`src/rtl/console_probe.sv`:
```
// Power-on sequencer and famiclone detector, clocked by CPU M2.
// Grounds CIRAM control for a fixed window, then classifies the console from PPU /A13 behaviour.
module console_probe #(
  parameter int INIT_CYCLES = 15,
  parameter int SAMPLES     = 3,
  parameter int MISMATCH_TH = 1,
  parameter int TIMEOUT     = 1023,
  parameter int MCNT_W      = 4
) (
  input  logic              m2,
  input  logic              reset_n,
  input  logic              ppu_rd_in,
  input  logic              ppu_a13_in,
  input  logic              ppu_not_a13_in,
  input  logic              rearm,
  output logic              init_active,
  output logic              detect_done,
  output logic              new_dendy,
  output logic [MCNT_W-1:0] mismatch_cnt
);

  localparam int INIT_W = $clog2(INIT_CYCLES + 1);
  localparam int SMP_W  = $clog2(SAMPLES + 1);
  localparam int TMO_W  = (TIMEOUT > 0) ? $clog2(TIMEOUT + 1) : 1;

  localparam logic [INIT_W-1:0] INIT_LOAD = INIT_W'(INIT_CYCLES);
  localparam logic [SMP_W-1:0]  SMP_LOAD  = SMP_W'(SAMPLES);
  localparam logic [TMO_W-1:0]  TMO_LAST  = TMO_W'(TIMEOUT - 1);
  localparam logic [MCNT_W-1:0] MCNT_MAX  = '1;

  typedef enum logic [1:0] {S_INIT, S_SAMPLE, S_OLD, S_NEW} state_t;

  state_t            state;
  logic [INIT_W-1:0] init_cnt;
  logic [SMP_W-1:0]  lo_cnt, hi_cnt;
  logic [TMO_W-1:0]  tmo_cnt;

  logic              valid, mismatch, complete, timed_out, is_new;
  logic [SMP_W-1:0]  lo_next, hi_next;
  logic [MCNT_W-1:0] mcnt_next;

  // Effect of this edge's sample, so the verdict can include it with no extra cycle.
  // NOTE: every always_comb output gets a default first; a missed path would infer a latch.
  always_comb begin
    valid     = ~ppu_rd_in;
    mismatch  = valid && (ppu_a13_in == ppu_not_a13_in);
    lo_next   = lo_cnt;
    hi_next   = hi_cnt;
    mcnt_next = mismatch_cnt;
    if (mismatch && mismatch_cnt != MCNT_MAX) mcnt_next = mismatch_cnt + 1'b1;
    if (valid && !ppu_a13_in && lo_cnt != '0) lo_next = lo_cnt - 1'b1;
    if (valid &&  ppu_a13_in && hi_cnt != '0) hi_next = hi_cnt - 1'b1;
    complete  = (lo_next == '0) && (hi_next == '0);
    is_new    = 32'(mcnt_next) >= 32'(MISMATCH_TH);
    timed_out = (TIMEOUT != 0) && (tmo_cnt == TMO_LAST);
  end

  // NOTE: state registers use non-blocking assignments only, so every register samples pre-edge values.
  always_ff @(posedge m2 or negedge reset_n) begin
    if (!reset_n) begin
      state        <= S_INIT;
      init_cnt     <= INIT_LOAD;
      lo_cnt       <= SMP_LOAD;
      hi_cnt       <= SMP_LOAD;
      tmo_cnt      <= '0;
      mismatch_cnt <= '0;
      init_active  <= 1'b1;
      detect_done  <= 1'b0;
      new_dendy    <= 1'b0;
    end else begin
      case (state)
        S_INIT: begin
          init_cnt <= init_cnt - 1'b1;
          if (init_cnt == INIT_W'(1)) begin
            state       <= S_SAMPLE;
            init_active <= 1'b0;
          end
        end
        S_SAMPLE, S_OLD, S_NEW: begin
          if (rearm) begin
            // Restart detection; the sample on this edge is thrown away.
            state        <= S_SAMPLE;
            lo_cnt       <= SMP_LOAD;
            hi_cnt       <= SMP_LOAD;
            tmo_cnt      <= '0;
            mismatch_cnt <= '0;
            detect_done  <= 1'b0;
            new_dendy    <= 1'b0;
          end else if (state == S_SAMPLE) begin
            tmo_cnt      <= tmo_cnt + 1'b1;
            lo_cnt       <= lo_next;
            hi_cnt       <= hi_next;
            mismatch_cnt <= mcnt_next;
            if (complete) begin
              state       <= is_new ? S_NEW : S_OLD;
              detect_done <= 1'b1;
              new_dendy   <= is_new;
            end else if (timed_out) begin
              // No verdict in time: assume an old console so CIRAM stays enabled.
              state       <= S_OLD;
              detect_done <= 1'b1;
              new_dendy   <= 1'b0;
            end
          end
        end
        default: begin
          state       <= S_INIT;
          init_cnt    <= INIT_LOAD;
          init_active <= 1'b1;
          detect_done <= 1'b0;
          new_dendy   <= 1'b0;
        end
      endcase
    end
  end

endmodule

```
`config.mk`:
```
export PLATFORM = sky130hd
export DESIGN_NAME = console_probe
export DESIGN_NICKNAME = d
export VERILOG_FILES = /design/src/rtl/console_probe.sv
export SDC_FILE = /design/constraint.sdc
export NUM_CORES = 1
export LEC_CHECK = 0
export BUFFER_PORTS_ARGS = -buffer_cell sky130_fd_sc_hd__buf_2
export CAP_MARGIN = 0
export CELL_PAD_IN_SITES_DETAIL_PLACEMENT = 0
export CELL_PAD_IN_SITES_GLOBAL_PLACEMENT = 1
export CORE_MARGIN = 1.5
export CORE_UTILIZATION = 47
export CTS_BUF_LIST = sky130_fd_sc_hd__clkbuf_4 sky130_fd_sc_hd__clkbuf_8
export DETAILED_ROUTE_END_ITERATION = 8
export GPL_ROUTABILITY_DRIVEN = 0
export HOLD_SLACK_MARGIN = 0.05
export PLACE_DENSITY = 0.86
export REMOVE_ABC_BUFFERS = 1
export SETUP_SLACK_MARGIN = 0.02
export SLEW_MARGIN = 20
export SYNTH_ARGS = -nofsm -noshare
export SYNTH_HDL_FRONTEND = slang
export SYNTH_SLANG_ARGS = --single-unit
```
`constraint.sdc`:
```
create_clock -name m2 -period 3.62 [get_ports m2]
set_input_delay 0.543 -clock m2 [delete_from_list [all_inputs] [get_ports m2]]
set_output_delay 0.543 -clock m2 [all_outputs]
set_load 0.02 [all_outputs]
```
* After elaboration in Yosys (flattened, before gate mapping)
Index checks and enable logic that the tools add are counted.
** Storage, ports and cells
- Output and inout bits :: 7
- Input bits :: 6
- Register bits after elaboration :: 27
- Bits in latches :: 0
- Memory bits (writable) :: 0
- Logic and storage cells :: 72
- Memories kept :: 0
- ROM bits :: 0
** Cells by class
- Shift-type cells :: 0
- Eq/ne operators :: 10
- Div/mod/pow operators :: 0
- Reduce and logical (&&, ||, !) cells :: 20
- Muxes and demuxes :: 26
- Bitwise operators :: 1
- Add/sub/neg operators :: 5
- Magnitude comparators :: 1
- Multipliers :: 0
** Operators by type and width (number)
- 2-to-1 mux 2 bit :: 11
- 2-to-1 mux 10 bit :: 2
- 2-to-1 mux 4 bit :: 3
- adder 10 x 1 -> 10 bit, second input constant :: 1
- == test 10 bit, second input constant :: 1
- 2-to-1 mux 1 bit :: 9
- != test 4 bit, second input constant :: 2
- logical AND 1 bit :: 7
- logical NOT 2 bit :: 3
- AND reduction 3 bit :: 2
- nonzero test 2 bit :: 3
- adder 4 x 1 -> 4 bit, second input constant :: 1
- == test 2 bit, second input constant :: 2
- == test 4 x 1 -> 1 bit, second input constant :: 1
- greater-or-equal comparator 4 x 1 -> 1 bit, second input constant :: 1
- case mux 2 bit (2 select lines) :: 1
- AND reduction 2 bit :: 2
- subtractor 2 x 1 -> 2 bit, second input constant :: 2
- subtractor 4 x 1 -> 4 bit, second input constant :: 1
- != test 3 bit, second input constant :: 1
- nonzero test 3 bit :: 1
- OR reduction 3 bit :: 1
- == test 2 x 1 -> 1 bit, second input constant :: 1
- != test 2 bit, second input constant :: 1
- 3 further kinds :: 3

* Logic depth before layout (Yosys ltp)
Gate-level depths: netlist of run 1.
- Word-level depth :: 10
- Mapped depth :: 7
- Gate-level depth less buffers :: 7

* Worst setup path before layout of run 1
Ideal clock, no wire load.
- Path type :: register to register
- From :: reg mismatch_cnt[0]
- To :: reg new_dendy
- Path buffers :: 0
- Setup time :: 135 ps
- Arrival time :: 1815 ps
- Data required time :: 3485 ps
- Clock period less this slack :: 1950 ps
- Stages on the path, launching flop included :: 7
- Path slack :: 1670 ps
- Cells stage by stage :: dfrtp_1 ha_1 or3b_1 a211oi_2 nor3_1 o31ai_2 o22ai_1
** Between the ends
- Cells in the longest elaborated chain, start to end :: 7
- Elaborated cells on any way between the ends :: 8
- Those cells by class :: add/sub (1); order compare (1); eq/ne (1); mux (4); reduce/logical (1)
** Ends and longest elaborated chain
- start, declared :: line 19 : output logic [MCNT_W-1:0] mismatch_cnt
- start signal, assigned :: line 93 : mismatch_cnt <= mcnt_next;
- branches (longest 2 deep; another with adder 4 x 1 -> 4 bit)
- 2-to-1 mux 4 bit (*) :: line 50 : if (mismatch && mismatch_cnt != MCNT_MAX) mcnt_next = mismatch_cnt + 1'b1;
- greater-or-equal comparator 4 x 1 -> 1 bit (*) :: line 54 : is_new = 32'(mcnt_next) >= 32'(MISMATCH_TH);
- 2-to-1 mux 1 bit (*) :: line 94 : if (complete) begin
- 2-to-1 mux 1 bit (*) :: line 89 : end else if (state == S_SAMPLE) begin
- 2-to-1 mux 1 bit (*) :: line 80 : if (rearm) begin
- end signal, assigned :: line 97 : new_dendy <= is_new;
- end, declared :: line 18 : output logic new_dendy,
Mark *: on every way between the ends. The select of a mux whose other input is x is not followed.
A chain may end at the register's enable or synchronous reset.

* Final worst setup path of run 1
Ends and elaborated chain as after synthesis.

==> impl_metrics.csv, run 1 <==
group,metric,value,unit
outcome,outcome,"finished, final reports clean",
yosys,synth_simple_gate_area_share,19.9,%
cts,postCtsSetupBuffers,0,
die,floorplan.initialDensity,48.7,%
yosys,synth_top_area_share,30.5,%
routing,vias_cell,5.41,
critical_path,max_stage_delay,0.47,ns
timing,tightest_slew,0.658,ns
global_route,antenna_found_initial,0,
die,die_w,59.0,um
critical_path,worstPathCellList,"ha_1 -> or3b_1 -> a211oi_2 -> nor3_1 -> o31ai_2 -> o22ai_1",
timing,finalClockSkew,0.00921,ns
timing,maxSlewViolCount,0,
place,placement.cell_area,1570,um2
job,max_cap_viol_count,0,
critical_path,worst-endpoint-required,3.82,ns
timing,rsz0062_at_grt,"no",
routing,remaining_drc_errors,0,
critical_path,startpoint_type,"flop",
critical_path,worst_path_max_delay_cell,"sky130_fd_sc_hd__dfrtp_1",
yosys,synth-xor-area-share,6.53,%
place,placed_cells_incl_taps,209,
layout,final.fill_count,285,
cts,number_of_hold_repair_buffers_added_at_the_cts_stage,0,
die,die_y,59.0,um
yosys,post_synth.cell_area_avg,9.40,um2
timing,post-route-period-util,56.2,%
pwr,power,0.889,mW
cts,cts_resized,0,
routing,drtPass1Iterations,4,
critical_path,critical_path.max_fanout,8,
yosys,yosys.area_share.adder,5.94,%
cts,clock_latency,0.32,ns
yosys,share_of_synthesized_registers_carrying_an_async_set_or_reset,100,%
cts,cts_root_buf,"sky130_fd_sc_hd__clkbuf_4",
routing,dr_total_vias,1152,
place,port_buffer_count,12,
yosys,synth-compound-area-share,14.3,%
yosys,mappedNetlistArea,1480,um2
timing,layout_min_cycle_time,2.03,ns
critical_path,data_arrival_time_at_the_worst_slack_endpoint,2.24,ns
routing,drt_first_iter_violations,70,
yosys,netlist_instances,157,
routing,postRouteWirelength,2840,um
timing,max_slew_margin,56.1,%
routing,wl_per_cell,13.3,um
global_route,first_global_vias,1121,
pwr,power_per_cell_area,556,nW/um2
yosys,synth_top_family_by_area,"simple AND/OR/NAND/NOR gates",
cts,cts.path.max_buffers,2,
global_route,grt_use_total,18.3,%
die,rows,20,
cts,cts_max_level,1,
die,floorplan.io_pins,13,
routing,final_antenna_net_count,0,
yosys,dominant_cell_type_by_area_after_synthesis,"sky130_fd_sc_hd__dfrtp_1",
layout,multi_input_area,722,um2
yosys,yosys-mux-area-fraction,2.21,%
die,core_area,3030,um2
global_route,wire_length_of_the_first_global_routing_pass,4910,um
timing,final-setup-viol-count,0,
cts,tritoncts,"yes",
die,die_outline_area,3480,um2
layout,n_antenna_cell,0,
cts,cts_inserted_buffers,3,
timing,final-hold-violation-count,0,
yosys,synthTopCellsByArea,"sky130_fd_sc_hd__dfrtp_1 31%, sky130_fd_sc_hd__dfstp_2 16%, sky130_fd_sc_hd__ha_1 5.9%",
yosys,ys_top_cells_by_count,"22 x sky130_fd_sc_hd__nor2_1, 18 x sky130_fd_sc_hd__dfrtp_1, 14 x sky130_fd_sc_hd__a21oi_1",
pwr,leakage_power,0.742,nW
hold_path,hp-class,"in2async",
critical_path,worstSetupPathType,"reg2reg",
timing,max_freq,0.492,GHz
yosys,synth.lib_cells_used.distinct,38,
yosys,synth.most_common_cell,"sky130_fd_sc_hd__nor2_1",
place,dp_hpwl,2170,um
yosys,synth.yosys.warnings,0,
layout,post_route_cells_drive_above_1_share,17.8,%
yosys,dominant_register_cell_in_the_synthesized_netlist,"sky130_fd_sc_hd__dfrtp_1",
layout,layout.cells.non_filler,213,
global_route,gr-total-overflow,0,
layout,postLayoutCellArea,1600,um2
yosys,yosys_register_bits,27,
timing,fin_tns_setup,0,ns
yosys,synth-edff-count,0,
layout,flow.area_growth_from_synthesis,8.48,%
yosys,ys_seq_area_share,46.6,%
pwr,irDropWorstVdd,0.265,mV
critical_path,cp-end-kind,"flop",
layout,layout.area.seq,687,um2
layout,number_of_nets_in_the_layout,183,
global_route,grt_start_max_net_pins,28,
cts,clock_transition_time_at_the_flip_flop_clock_pins_of_the_worst_setup_and_hold_paths,0.15,ns
cts,cts.sinks,27,
timing,fin_worst_hold_slack,0.200,ns
-- critical path: cells and delay by family (launching register included) --
kind                       cells  cell delay, ns
AOI/OAI and AO/OA              3            0.60
adders and majority gates      1            0.36
DFF                            1            0.47
and+or+nand+nor                2            0.48
-- stage by stage --
| stage | utilization [%] | worst slack [ns] |
|---|---|---|
| floorplan | - | 1.67 |
| global placement | 51.9 | 1.71 |
| detailed placement | 51.9 | 1.61 |
| CTS | 52.9 | 1.59 |
| global route | 52.9 | 1.46 |
| finish | 52.9 | 1.59 |
-- logic make-up after synthesis --
kind of cell | count (synthesis)
AND/OR/NAND/NOR | 59
flip-flops | 27
multiplexers | 3
adder cells (fa/ha/maj) | 7
AO/OA/AOI/OAI | 33
buffers and inverters | 17
XOR/XNOR | 11
-- final timing paths --
| check | startpoint | endpoint | slack, ns | depth (start not counted) |
|---|---|---|---|---|
| worst max-delay path | mismatch_cnt[0]$_DFFE_PN0P_ | new_dendy$_DFFE_PN0P_ | 1.59 | 6 |
| worst min-delay path | reset_n | tmo_cnt[5]$_DFFE_PN0P_ | 0.20 | 1 |
| max in group asynchronous | reset_n | detect_done$_DFFE_PN0P_ | 3.02 | 1 |
| min in group m2 | rearm | state[1]$_DFFE_PN0P_ | 0.46 | 2 |
| worst min register to register | init_active$_DFFE_PN1P_ | init_active$_DFFE_PN1P_ | 0.46 | 2 |
| worst max register to register | mismatch_cnt[0]$_DFFE_PN0P_ | new_dendy$_DFFE_PN0P_ | 1.59 | 6 |
-- layout by cell type (no fill, tap or decap), drive strengths merged, types with 4 or more instances in the layout --
| master | instances |
|---|---|
| dfrtp | 18 |
| inv | 13 |
| a21oi | 14 |
| ha | 7 |
| nand2 | 9 |
| xor2 | 6 |
| nand4 | 5 |
| buf | 12 |
| xnor2 | 5 |
| nor2 | 22 |
| nor3 | 7 |
| o21ai | 4 |
| dfstp | 9 |
-- report_power, final --
| part | internal (mW) | total (mW) | switching [mW] |
|---|---|---|---|
| sequential | 0.389 | 0.459 | 0.0696 |
| combinational | 0.121 | 0.301 | 0.181 |
| clock | 0.0414 | 0.129 | 0.0873 |
-- area by class of cell --
type | instances | area share, %
multi-input cells | 113 | 45.1
flip-flops and latches | 27 | 42.9
repair buffers | 12 | 3.75
well taps | 44 | 3.44
inverters | 13 | 3.05
clock buffers | 3 | 1.41
clock inverters | 1 | 0.313
-- metal layers --
| metal | vias to the layer above | track usage (%) | part of all wire, % |
|---|---|---|---|
| met4 | 0 | 4.55 | 0.81 |
| li1 | 571 | - | - |
| met2 | 18 | 31.3 | 51 |
| met1 | 559 | 24.4 | 45 |
| met3 | 4 | 2.84 | 3.0 |
| met5 | - | 0 | 0 |
-- registers in the layout, indices dropped and copies added, names as in the netlist --
name          cells
tmo_cnt          10
init_cnt          4
mismatch_cnt      4
hi_cnt            2
lo_cnt            2
state             2
detect_done       1
init_active       1
new_dendy         1
Power figures use the tool's default switching activity.
==> inputs of run 2 (changes only) <==
Settings changed: ABC_AREA from default to 1, CORE_UTILIZATION 47 to 46.
Clock period 3.62 ns to 1.9 ns, I/O delays scaled along.
==> impl_metrics.csv, run 2 <==
group,metric,value,unit
timing,post-route-period-util,89.6,%
critical_path,startpoint_type,"flop",
routing,final_antenna_net_count,0,
yosys,ys_top_cells_by_count,"42 x sky130_fd_sc_hd__nand2_1, 32 x sky130_fd_sc_hd__inv_1, 18 x sky130_fd_sc_hd__dfrtp_1",
yosys,ys_seq_area_share,45.5,%
routing,dr_total_vias,1202,
layout,flow.area_growth_from_synthesis,12.6,%
timing,fin_worst_hold_slack,0.275,ns
timing,fin_tns_setup,0,ns
hold_path,hold_end,"state[1]$_DFFE_PN0P_",
die,floorplan.io_pins,13,
yosys,synth-edff-count,0,
cts,clock_latency,0.33,ns
pwr,combinational_power_share,39.2,%
critical_path,crit_path_frequent_cell,"sky130_fd_sc_hd__nand2_1",
cts,tritoncts,"yes",
timing,final-hold-violation-count,0,
global_route,first_global_vias,1158,
pwr,seq_power_share,47.5,%
cts,cts_max_level,1,
global_route,wire_length_of_the_first_global_routing_pass,4830,um
die,core_area,3080,um2
cts,clock_transition_time_at_the_flip_flop_clock_pins_of_the_worst_setup_and_hold_paths,0.15,ns
layout,flip_flop_count_of_the_largest_register_all_copies_and_words_added,10,
layout,number_of_nets_in_the_layout,218,
yosys,synth.lib_cells_used.distinct,26,
yosys,synthTopCellsByArea,"sky130_fd_sc_hd__dfrtp_1 30%, sky130_fd_sc_hd__dfstp_2 16%, sky130_fd_sc_hd__nand2_1 10%",
critical_path,data_arrival_time_at_the_worst_slack_endpoint,1.95,ns
place,dp_hpwl,2040,um
timing,max_freq,0.588,GHz
timing,max_slew_margin,61.3,%
pwr,leakage_power,0.869,nW
yosys,share_of_synthesized_registers_carrying_an_async_set_or_reset,100,%
global_route,grt_start_max_net_pins,28,
die,die_w,60.3,um
timing,maxSlewViolCount,0,
job,max_cap_viol_count,0,
die,floorplan.initialDensity,49.1,%
critical_path,cpLargestDelayFamily,"simple AND/OR/NAND/NOR gates",
layout,layout.cells.most_common,"sky130_fd_sc_hd__nand2_1",
routing,remaining_drc_errors,0,
pwr,irDropWorstVdd,0.820,mV
hold_path,hp-class,"in2reg",
routing,drt_first_iter_violations,63,
timing,layout_min_cycle_time,1.70,ns
hold_path,holdPathStages,4,
critical_path,worstSetupPathType,"reg2reg",
global_route,grt_use_total,17.6,%
critical_path,cp-end-kind,"flop",
cts,cts.path.max_buffers,2,
critical_path,worstPathCellList,"inv_2 -> ha_2 -> inv_2 -> nand3_2 -> o21ai_1 -> nor2_1 -> nand2_1 -> nand2_2 -> nand2_1 -> nand3_1 -> nand2_1 -> inv_1",
layout,final.fill_count,301,
die,die_y,60.3,um
layout,reg_top3,"tmo_cnt x10, init_cnt x4, mismatch_cnt x4",
yosys,dominant_register_cell_in_the_synthesized_netlist,"sky130_fd_sc_hd__dfrtp_1",
hold_path,worstHoldStart,"rearm",
pwr,net-switching-power,0.739,mW
critical_path,max_stage_delay,0.57,ns
layout,final_core_util,55.2,%
timing,finalClockSkew,0.0145,ns
critical_path,worst-endpoint-required,2.15,ns
yosys,synth_top_area_share,29.8,%
timing,rsz0062_at_grt,"no",
critical_path,worstReg2RegStart,"hi_cnt[0]$_DFFE_PN1P_",
cts,cts.sinks,27,
yosys,post_synth.cell_area_avg,8.16,um2
place,port_buffer_count,12,
routing,postRouteWirelength,2680,um
yosys,dominant_cell_type_by_area_after_synthesis,"sky130_fd_sc_hd__dfrtp_1",
layout,most-common-layout-cells,"40 x sky130_fd_sc_hd__nand2_1, 29 x sky130_fd_sc_hd__inv_1, 18 x sky130_fd_sc_hd__dfrtp_1",
layout,max_flop_register,"tmo_cnt",
place,placement.setup.worst_slack,0.137,ns
pwr,clkPwrFrac,13.3,%
critical_path,timing.rr.end,"state[0]$_DFFE_PN0P_",
routing,vias_cell,4.85,
yosys,netlist_instances,185,
pwr,power_per_cell_area,1090,nW/um2
yosys,synth.most_common_cell,"sky130_fd_sc_hd__nand2_1",
cts,cts_root_buf,"sky130_fd_sc_hd__clkbuf_4",
pwr,power.internal,1.12,mW
global_route,antenna_found_initial,0,
routing,wl_per_cell,10.8,um
critical_path,worst_r2r_path_depth,12,
layout,post_route_cells_drive_above_1_share,25.5,%
yosys,mappedNetlistArea,1510,um2
die,die_outline_area,3640,um2
critical_path,ff2ff_setup_slack,0.20,ns
yosys,synth.yosys.warnings,0,
routing,drtPass1Iterations,4,
critical_path,critical_path.max_fanout,3,
critical_path,critical_path.n_buffers_inverters,3,
pwr,power.share.switching,39.7,%
outcome,outcome,"finished, final reports clean",
timing,tightest_slew,0.580,ns
die,rows,20,
cts,cts_inserted_buffers,3,
timing,final-setup-viol-count,0,
yosys,yosys_register_bits,27,
global_route,gr-total-overflow,0,
critical_path,worst_path_max_delay_cell,"sky130_fd_sc_hd__dfstp_2",
layout,n_antenna_cell,0,
timing,final_critical_path_setup_slack,0.198,ns
-- run 2: cell types whose count changed after synthesis, sizes merged, moves of 4 or more --
cell	change
nor2	-8
o21ai	+8
xnor2	-4
inv	+24
nand2	+38
nand3	+9
a21oi	-5
-- run 2: worst max path at each step --
| stage | start | endpoint | slack (ns) | cells after the start |
|---|---|---|---|---|
| floorplan | lo_cnt[0]$_DFFE_PN1P_ | state[0]$_DFFE_PN0P_ | 0.30 | 14 |
| global placement | hi_cnt[0]$_DFFE_PN1P_ | state[0]$_DFFE_PN0P_ | 0.20 | 14 |
| detailed placement | lo_cnt[0]$_DFFE_PN1P_ | state[0]$_DFFE_PN0P_ | 0.14 | 14 |
| CTS | hi_cnt[0]$_DFFE_PN1P_ | state[0]$_DFFE_PN0P_ | 0.13 | 14 |
| global route | hi_cnt[0]$_DFFE_PN1P_ | state[0]$_DFFE_PN0P_ | 0.02 | 14 |
| finish | hi_cnt[0]$_DFFE_PN1P_ | state[0]$_DFFE_PN0P_ | 0.20 | 12 |
-- run 2: what timing repair did --
action,in CTS,in global routing
resized for setup,0,9
hold buffers,1,0
hold endpoints to repair,18,0
buffers inserted,0,2
setup endpoints to repair,0,1
-- run 2: stage by stage --
step | area (um2) | power, mW | cells
2_1_floorplan | 1510 | 1.42 | 185
3_3_place_gp | 1630 | 1.57 | 241
3_5_place_dp | 1630 | 1.59 | 241
4_1_cts | 1670 | 1.86 | 246
5_1_grt | 1700 | 2.07 | 248
6_report | 1700 | 1.86 | 248
-- run 2: metal layers --
layer | global-route usage [%] | vias to the layer above | part of all wire (%) | wire length [um]
li1 | - | 631 | - | -
met1 | 24.6 | 548 | 48 | 1280
met2 | 27.8 | 21 | 48 | 1270
met3 | 4.55 | 2 | 4.1 | 110
met4 | 2.86 | 0 | 0.49 | 13
met5 | 0 | - | 0 | 0
-- run 2: cells by family (layout without fill, tap and decap cells) --
group / count (synthesis) / count (layout) / synth area share (%)
compound gates: 26 / 26 / 9.44
xor+xnor: 5 / 5 / 2.90
buf+inv: 37 / 56 / 9.20
simple gates: 83 / 83 / 27.2
fa+ha+maj: 7 / 7 / 5.80
flops: 27 / 27 / 45.5
-- run 2: cell type report --
type | instances | area, um2 | area share, %
Clock inverter | 1 | 7.51 | 0.442
Multi-Input combinational cell | 121 | 704 | 41.4
Sequential cell | 27 | 687 | 40.4
Tap cell | 44 | 55.1 | 3.24
Clock buffer | 3 | 22.5 | 1.32
Inverter | 37 | 139 | 8.17
Timing Repair Buffer | 15 | 85.1 | 5.00
-- run 2: power by group through the flow --
stage | clock (mW) | sequential, mW | combinational, mW
finish | 0.248 | 0.883 | 0.729
CTS | 0.269 | 0.882 | 0.707
detailed placement | 0 | 0.893 | 0.702
floorplan | 0 | 0.909 | 0.507
global placement | 0 | 0.887 | 0.682
global route | 0.294 | 0.903 | 0.874
-- run 2: worst min-delay path, delay by kind of cell --
family | cells | cell delay [ns]
and+or+nand+nor | 2 | 0.14
buffers and inverters | 2 | 0.15
==> inputs of run 3 (changes only) <==
Settings changed: CORE_MARGIN 1.5 to default.
==> impl_metrics.csv, run 3 (synthesis gave the netlist of run 2 again) <==
group,metric,value,unit
timing,tightest_slew,0.595,ns
timing,finalClockSkew,0.0158,ns
critical_path,worstSetupPathType,"reg2reg",
global_route,grt_use_total,18.1,%
timing,maxSlewViolCount,0,
layout,final_core_util,55.1,%
layout,post_route_cells_drive_above_1_share,24.1,%
die,die_w,59.3,um
global_route,gr-total-overflow,0,
global_route,antenna_found_initial,0,
routing,remaining_drc_errors,0,
global_route,wire_length_of_the_first_global_routing_pass,4810,um
layout,flow.area_growth_from_synthesis,12.3,%
cts,cts.sinks,27,
layout,layout.cells.most_common,"sky130_fd_sc_hd__nand2_1",
critical_path,cp-end-kind,"flop",
timing,rsz0062_at_grt,"no",
cts,cts_max_level,1,
critical_path,timing.rr.end,"state[0]$_DFFE_PN0P_",
outcome,outcome,"finished, final reports clean",
timing,max_freq,0.575,GHz
routing,wl_per_cell,11.1,um
routing,dr_total_vias,1176,
die,floorplan.io_pins,13,
timing,final-setup-viol-count,0,
cts,clock_latency,0.34,ns
layout,reg_top3,"tmo_cnt x10, init_cnt x4, mismatch_cnt x4",
pwr,irDropWorstVdd,0.745,mV
timing,fin_tns_setup,0,ns
cts,clock_transition_time_at_the_flip_flop_clock_pins_of_the_worst_setup_and_hold_paths,0.16,ns
routing,vias_cell,4.76,
place,port_buffer_count,12,
cts,cts_inserted_buffers,3,
die,rows,20,
pwr,power_per_cell_area,1110,nW/um2
routing,drt_first_iter_violations,35,
critical_path,data_arrival_time_at_the_worst_slack_endpoint,2.00,ns
cts,cts_root_buf,"sky130_fd_sc_hd__clkbuf_4",
place,dp_hpwl,2040,um
critical_path,timing.critical_path.from,"hi_cnt[0]$_DFFE_PN1P_",
critical_path,critical_path.max_fanout,3,
critical_path,ff2ff_setup_slack,0.16,ns
timing,post-route-period-util,91.6,%
pwr,leakage_power,0.872,nW
layout,most-common-layout-cells,"40 x sky130_fd_sc_hd__nand2_1, 31 x sky130_fd_sc_hd__inv_1, 18 x sky130_fd_sc_hd__dfrtp_1",
critical_path,worst-endpoint-required,2.16,ns
pwr,power,1.88,mW
global_route,grt_start_max_net_pins,28,
critical_path,worst_r2r_path_depth,14,
routing,final_antenna_net_count,0,
cts,tritoncts,"yes",
timing,max_slew_margin,60.3,%
layout,flip_flop_count_of_the_largest_register_all_copies_and_words_added,10,
critical_path,worstReg2RegStart,"hi_cnt[0]$_DFFE_PN1P_",
critical_path,startpoint_type,"flop",
cts,cts.path.max_buffers,2,
job,max_cap_viol_count,0,
global_route,first_global_vias,1152,
layout,number_of_nets_in_the_layout,217,
timing,layout_min_cycle_time,1.74,ns
layout,n_antenna_cell,0,
die,core_area,3080,um2
routing,drtPass1Iterations,4,
die,die_outline_area,3520,um2
die,floorplan.initialDensity,49.1,%
timing,final-hold-violation-count,0,
layout,max_flop_register,"tmo_cnt",
layout,final.fill_count,310,
hold_path,hp-class,"in2reg",
critical_path,worst_setup_path_endpoint,"state[0]$_DFFE_PN0P_",
routing,postRouteWirelength,2740,um
die,die_y,59.3,um
[run 3: changes by cell type in the layout (fill, tap and decap cells not counted), moves of 2 or more]
cell | previous run | this run
sky130_fd_sc_hd__ha_1 | 5 | 7
sky130_fd_sc_hd__ha_2 | 2 | 0
sky130_fd_sc_hd__inv_1 | 29 | 31
sky130_fd_sc_hd__inv_2 | 8 | 6
sky130_fd_sc_hd__o21ai_1 | 5 | 3
sky130_fd_sc_hd__o21ai_2 | 0 | 2
[run 3: area by class of cell]
| cell class | count | area, um2 | share of cell area, % |
|---|---|---|---|
| Tap cell | 44 | 55.1 | 3.25 |
| Clock buffer | 3 | 22.5 | 1.33 |
| Clock inverter | 1 | 7.51 | 0.443 |
| Timing Repair Buffer | 14 | 77.6 | 4.58 |
| Sequential cell | 27 | 687 | 40.5 |
| Multi-Input combinational cell | 121 | 707 | 41.7 |
| Inverter | 37 | 139 | 8.19 |
[run 3: worst min-delay path by stage]
stage                 start                           to  slack (ns)  depth (start not counted)
finish                rearm         state[1]$_DFFE_PN0P_        0.25                          4
global route          rearm         state[1]$_DFFE_PN0P_        0.25                          4
global placement    reset_n  mismatch_cnt[2]$_DFFE_PN0P_        0.32                          1
detailed placement  reset_n  mismatch_cnt[3]$_DFFE_PN0P_        0.32                          1
floorplan           reset_n      detect_done$_DFFE_PN0P_       -0.01                          0
CTS                   rearm         state[1]$_DFFE_PN0P_        0.25                          4
[run 3: critical path: stages (launching register included)]
cell and delay, ns:
sky130_fd_sc_hd__dfstp_2 0.56, sky130_fd_sc_hd__inv_1 0.06, sky130_fd_sc_hd__ha_1 0.20, sky130_fd_sc_hd__inv_2 0.06, sky130_fd_sc_hd__nand3_2 0.10, sky130_fd_sc_hd__nand2_1 0.10, sky130_fd_sc_hd__o21ai_2 0.06, sky130_fd_sc_hd__nor2_1 0.10
sky130_fd_sc_hd__nand2_1 0.09, sky130_fd_sc_hd__nand2_2 0.08, sky130_fd_sc_hd__nand2_2 0.06, sky130_fd_sc_hd__inv_1 0.06, sky130_fd_sc_hd__nand2_1 0.05, sky130_fd_sc_hd__nand2_1 0.05, sky130_fd_sc_hd__inv_1 0.03
[run 3: per-stage QoR]
step	std cells	hold slack [ns]	cell area, um2	setup slack [ns]
2_1_floorplan	185	-0.0106	1510	0.298
3_3_place_gp	241	0.320	1630	0.196
3_5_place_dp	241	0.323	1630	0.152
4_1_cts	246	0.253	1670	0.132
5_1_grt	247	0.255	1700	0.0162
6_report	247	0.251	1700	0.160
[run 3: layer usage]
metal  up-vias  routed length (um)  track usage (%)
li1        621                   -                -
met5         -                   0                0
met1       539                1350             24.0
met2        12                1300             30.0
met4         0                  25             4.08
met3         4                  66             3.93
[run 3: what timing repair did]
| item | 4_1_cts | 5_1_grt |
|---|---|---|
| setup endpoints to repair | 0 | 1 |
| buffers inserted | 0 | 1 |
| gates resized for setup | 0 | 7 |
| hold buffers | 1 | 0 |
| endpoints found under the hold margin | 18 | 0 |
[run 3: where the power goes]
group          switching, mW  internal (mW)  leakage [nW]
clock network          0.180         0.0809        0.0139
logic                  0.485          0.255         0.522
registers             0.0992          0.782         0.336
